--- src/rtl/ecc_pkg.sv ---
// Shared GF(2^163) definitions: field degree, reduction polynomial, divider state encoding
// and the halve-modulo-f helper used by the binary divider.
package ecc_pkg;

    localparam int M = 163;
    localparam logic [M:0] F_POLY = {1'b1, 155'd0, 8'hC9};
    localparam int MAX_DIV_STEPS = 2 * M - 1;

    localparam logic [1:0] ST_IDLE = 2'd0;
    localparam logic [1:0] ST_ITER = 2'd1;
    localparam logic [1:0] ST_DONE = 2'd2;

    typedef enum logic [1:0] {
        IDLE = ST_IDLE,
        ITER = ST_ITER,
        DONE = ST_DONE
    } div_state_t;

    // w / x mod f: add f first when w is odd so the shift drops a zero bit
    function automatic logic [M-1:0] half_x(input logic [M-1:0] w);
        logic [M:0] t;
        t = w[0] ? ({1'b0, w} ^ F_POLY) : {1'b0, w};
        return t[M:1];
    endfunction

endpackage

--- src/rtl/gf163_deg_cmp.sv ---
// Combinational degree comparator: a_gt_b = deg(a) > deg(b), with deg(0) taken as 0.
module gf163_deg_cmp
    import ecc_pkg::*;
(
    input  logic [M:0] a,
    input  logic [M:0] b,
    output logic       a_gt_b
);

    function automatic logic [7:0] deg_of(input logic [M:0] v);
        deg_of = '0;
        for (int i = 0; i <= M; i++) begin
            if (v[i]) deg_of = 8'(i);
        end
    endfunction

    assign a_gt_b = deg_of(a) > deg_of(b);

endmodule

--- src/rtl/gf163_divider.sv ---
// GF(2^163) binary modular divider: x_out = x_in / z_in mod f, one reduction step per clock.
// Optional GF_DIV_WATCHDOG_EN adds a step counter that aborts runaway iterations.
module gf163_divider
    import ecc_pkg::*;
(
    input  logic         clk,
    input  logic         rst,
    input  logic         start,
    input  logic [M-1:0] x_in,
    input  logic [M-1:0] z_in,
    output logic         busy,
    output logic         done,
    output logic [M-1:0] x_out,
    output logic         div_zero
);

    div_state_t   state_q, state_d;
    logic [M:0]   a_q, a_d, b_q, b_d;
    logic [M-1:0] u_q, u_d, v_q, v_d;
    logic [M-1:0] x_out_q, x_out_d;
    logic         busy_q, busy_d, done_q, done_d, div_zero_q, div_zero_d;
    logic         a_gt_b;
    logic [M:0]   ab_x;
    logic [M-1:0] uv_x;
`ifdef GF_DIV_WATCHDOG_EN
    logic [8:0]   step_q, step_d;
`endif

    assign ab_x = a_q ^ b_q;
    assign uv_x = u_q ^ v_q;

    gf163_deg_cmp u_deg_cmp (
        .a      (a_q),
        .b      (b_q),
        .a_gt_b (a_gt_b)
    );

    always_comb begin
        state_d    = state_q;
        a_d        = a_q;
        b_d        = b_q;
        u_d        = u_q;
        v_d        = v_q;
        x_out_d    = x_out_q;
        div_zero_d = div_zero_q;
`ifdef GF_DIV_WATCHDOG_EN
        step_d     = step_q;
`endif
        case (state_q)
            IDLE: begin
                if (start) begin
                    if (z_in == '0) begin
                        div_zero_d = 1'b1;
                        x_out_d    = '0;
                        state_d    = DONE;
                    end else begin
                        a_d        = {1'b0, z_in};
                        b_d        = F_POLY;
                        u_d        = x_in;
                        v_d        = '0;
                        div_zero_d = 1'b0;
`ifdef GF_DIV_WATCHDOG_EN
                        step_d     = '0;
`endif
                        state_d    = ITER;
                    end
                end
            end
            ITER: begin
                if (a_q == b_q) begin
                    x_out_d = u_q;
                    state_d = DONE;
                end
`ifdef GF_DIV_WATCHDOG_EN
                else if (step_q == 9'(MAX_DIV_STEPS + 1)) begin
                    x_out_d    = '0;
                    div_zero_d = 1'b1;
                    state_d    = DONE;
                end
`endif
                else begin
`ifdef GF_DIV_WATCHDOG_EN
                    step_d = step_q + 9'd1;
`endif
                    // Invariants U*z == A*x and V*z == B*x (mod f) hold across every rule
                    if (!a_q[0]) begin
                        a_d = a_q >> 1;
                        u_d = half_x(u_q);
                    end else if (!b_q[0]) begin
                        b_d = b_q >> 1;
                        v_d = half_x(v_q);
                    end else if (a_gt_b) begin
                        a_d = ab_x >> 1;
                        u_d = half_x(uv_x);
                    end else begin
                        b_d = ab_x >> 1;
                        v_d = half_x(uv_x);
                    end
                end
            end
            DONE: state_d = IDLE;
            default: state_d = IDLE;
        endcase
        busy_d = (state_d == ITER);
        done_d = (state_d == DONE);
    end

    always_ff @(posedge clk or negedge rst) begin
        if (!rst) begin
            state_q    <= IDLE;
            a_q        <= '0;
            b_q        <= '0;
            u_q        <= '0;
            v_q        <= '0;
            x_out_q    <= '0;
            busy_q     <= 1'b0;
            done_q     <= 1'b0;
            div_zero_q <= 1'b0;
`ifdef GF_DIV_WATCHDOG_EN
            step_q     <= '0;
`endif
        end else begin
            state_q    <= state_d;
            a_q        <= a_d;
            b_q        <= b_d;
            u_q        <= u_d;
            v_q        <= v_d;
            x_out_q    <= x_out_d;
            busy_q     <= busy_d;
            done_q     <= done_d;
            div_zero_q <= div_zero_d;
`ifdef GF_DIV_WATCHDOG_EN
            step_q     <= step_d;
`endif
        end
    end

    assign busy     = busy_q;
    assign done     = done_q;
    assign x_out    = x_out_q;
    assign div_zero = div_zero_q;

endmodule

--- config.mk ---
export PLATFORM = sky130hd
export DESIGN_NAME = gf163_divider
export DESIGN_NICKNAME = d
export VERILOG_FILES = /design/src/rtl/ecc_pkg.sv /design/src/rtl/gf163_deg_cmp.sv /design/src/rtl/gf163_divider.sv
export SDC_FILE = /design/constraint.sdc
export NUM_CORES = 2
export LEC_CHECK = 0
export ABC_AREA = 1
export BUFFER_PORTS_ARGS = -buffer_cell sky130_fd_sc_hd__buf_2
export CAP_MARGIN = 25
export CELL_PAD_IN_SITES_DETAIL_PLACEMENT = 1
export CELL_PAD_IN_SITES_GLOBAL_PLACEMENT = 1
export CORE_AREA = 2 2 377 379
export CTS_CLUSTER_DIAMETER = 120
export DETAILED_ROUTE_END_ITERATION = 16
export DIE_AREA = 0 0 379 381
export GPL_ROUTABILITY_DRIVEN = 1
export GPL_TIMING_DRIVEN = 1
export PLACE_DENSITY = 0.8
export SLEW_MARGIN = 10
export SYNTH_ARGS = -nofsm -noshare
export SYNTH_HDL_FRONTEND = slang
export SYNTH_HIERARCHICAL = 1
export SYNTH_SLANG_ARGS = --single-unit
--- constraint.sdc ---
create_clock -name clk -period 13.85 [get_ports clk]
set_clock_uncertainty 0.05 [all_clocks]
set_input_delay 1.385 -clock clk [delete_from_list [all_inputs] [get_ports clk]]
set_output_delay 1.385 -clock clk [all_outputs]
set_load 0.1 [all_outputs]
==> impl_metrics.tcl <==
set metrics [dict create \
    antenna_found_initial 32 \
    period_needed_ns 12.04 \
    drc 0 \
    initial_utilization 0.3977 \
    synth_edf_count 0 \
    hold_buffers 0 \
    netlist_instances 8584 \
    htreeDepth 3 \
    syn_area_sq_um 55900 \
    crit_start "b_q[3]" \
    postSynthAreaPerCell_sq_um 6.512 \
    status "completed" \
    r2r-end "a_q[8]" \
    hold_viol_final 0 \
    slowest_stage "buf_4" \
    nets 9005 \
    worstMarginPinSlew_ns 1.201 \
    clkLatencyLatePin_ns 0.76 \
    hold_ws_ns 0.4525 \
    reg2regPathDepth 173 \
    synthToLayoutAreaGrowth_pct 13.14 \
    grt_pass1_vias 62450 \
    cp_max_fo 50 \
    grt_max_degree 198 \
    clk_pin_slew_ns 0.06 \
    vias_per_cell 5.747 \
    max_stage_delay_ns 0.56 \
    endpoint_kind "register" \
    yosys-top-cells-count "nand2_1 (3228), inv_1 (874), dfrtp_1 (821)" \
    clk_path_buf_depth 3 \
    max_freq_mhz 83.04 \
    cts_tree "done" \
    yosysWarnings 6 \
    relSlewSlack 0.1993 \
    rrSetupSlack_ns 1.81 \
    slew_violations 0 \
    drtAntennaViolNets 0 \
    grt_pass1_wl_mm 365.4 \
    yosys.area.top_type_share 0.3675 \
    drt_iter0_markers 5364 \
    rsz0062_at_grt "no" \
    wl_per_cell_um 22.09 \
    hpwl_mm 150.6 \
    post-route-util 0.4500 \
    hold_path.class "register to register" \
    final.period_utilization 0.8695 \
    synthTopCellsByArea "dfrtp_1 (37%), nand2_1 (22%), nand4_1 (7.5%), inv_1 (5.9%), nand3_1 (4.0%)" \
    synth_seq_cells 821 \
    fp.dieArea_sq_um 144400 \
    setup_viol 0 \
    worstPathArrival_ns 12.68 \
    crit_path_end "a_q[8]" \
    die_h_um 381 \
    worstPathRequired_ns 14.49 \
    synth-seq-area-share 0.3675 \
    globalRouteTotalUtil 0.3178 \
    fin_tns_setup_ns 0 \
    drv_cap 0 \
    numPortBuffers 494 \
    path_class "register to register" \
    io_pins 495 \
    vias 61210 \
    synth_top_cell_by_area "dfrtp_1" \
    r2r_start "b_q[3]" \
    hold_depth 2 \
    synth_cell_type_count 38 \
    synth_most_common_cell "nand2_1" \
    startpoint_type "register" \
    crit_path_frequent_cell "nand2_1" \
    async_reset_ff_frac 1.000 \
    cts_buffers 103 \
    overflow 0 \
    rows 138 \
    routed_wl_mm 235.3 \
    drive_above_1_share 0.09543 \
    gp_congestion 0.9410 \
    cts.sinks 821 \
    synth-main-ff-cell "dfrtp_1" \
    core_sq_um 140600 \
    first_pass_iters 5 \
    cts_root_buf "clkbuf_16" \
    die_x_um 379 \
]
-- registers in the layout, summed over array words and instances, names as in the netlist --
register / flops
b_q: 164
busy: 1
div_zero: 1
a_q: 163
u_q: 163
v_q: 163
state_q: 2
x_out: 163
done: 1
-- worst max-delay path: cells and delay by family, from the launching register on --
| kind | cells | cell delay, ns |
|---|---|---|
| simple gates | 163 | 9.24 |
| compound gates | 6 | 1.23 |
| buf+inv | 3 | 0.82 |
| flops | 1 | 0.47 |
| fa+ha+maj | 1 | 0.19 |
-- how the worst min path moves through the flow --
stage                    start    endpoint  slack (ns)
finish              x_out[140]  x_out[140]        0.45
global route            v_q[6]      v_q[6]        0.48
CTS                 x_out[140]  x_out[140]        0.45
detailed placement   x_out[61]   x_out[61]        0.44
global placement        v_q[6]      v_q[6]        0.43
floorplan               v_q[3]      v_q[3]        0.41
-- area by class of cell --
cell class	count	area, sq um
Timing Repair Buffer	587	3680
Tap cell	1890	2365
Sequential cell	821	20550
Multi-Input combinational cell	6216	29370
Fill cell	18590	77310
Clock inverter	36	503.0
Clock buffer	152	3053
Inverter	938	3701
Antenna cell	10	25.02
-- routing by layer --
metal	share of wire	global-route usage
met4	0.049	0.1504
met5	0.0012	0
met2	0.45	0.5029
met1	0.42	0.4156
met3	0.074	0.06244
-- per-stage QoR --
stage	std cells	cell area (sq um)	setup WS [ns]
floorplan	8585	55900	4.438
global placement	10440	59220	1.976
detailed placement	10440	59330	1.687
CTS	10630	62890	1.558
global route	10640	63230	0.04426
finish	10650	63240	1.807
-- what timing repair did --
item	in CTS	in global routing
endpoints found under the setup margin	0	264
buffers inserted	0	3
gates resized for setup	0	9
-- cells by family (layout without fill, tap and decap cells) --
| group | count (synthesis) | after routing | share of synthesized area |
|---|---|---|---|
| AND/OR/NAND/NOR | 4964 | 4964 | 0.3747 |
| flip-flops | 821 | 821 | 0.3675 |
| AO/OA/AOI/OAI | 961 | 961 | 0.1026 |
| other | 1 | 12 | 0.00006709 |
| XOR/XNOR | 280 | 280 | 0.04387 |
| adder cells (fa/ha/maj) | 9 | 9 | 0.002015 |
| buffers and inverters | 1548 | 1713 | 0.1092 |
-- cell usage in the layout, fill, tap and decap left out, drive strengths merged, types with 153 or more instances in the layout --
cell type and count:
a21oi 336, nand2 3228, inv 925, nand3 447, nand4 671, o21ai 262
xnor2 251, buf 586, o211ai 230, nor2 582, dfrtp 821, clkbuf 153
Power is not shown: default switching activity piles up to over one toggle a cycle in this logic, so the estimate is an artifact.
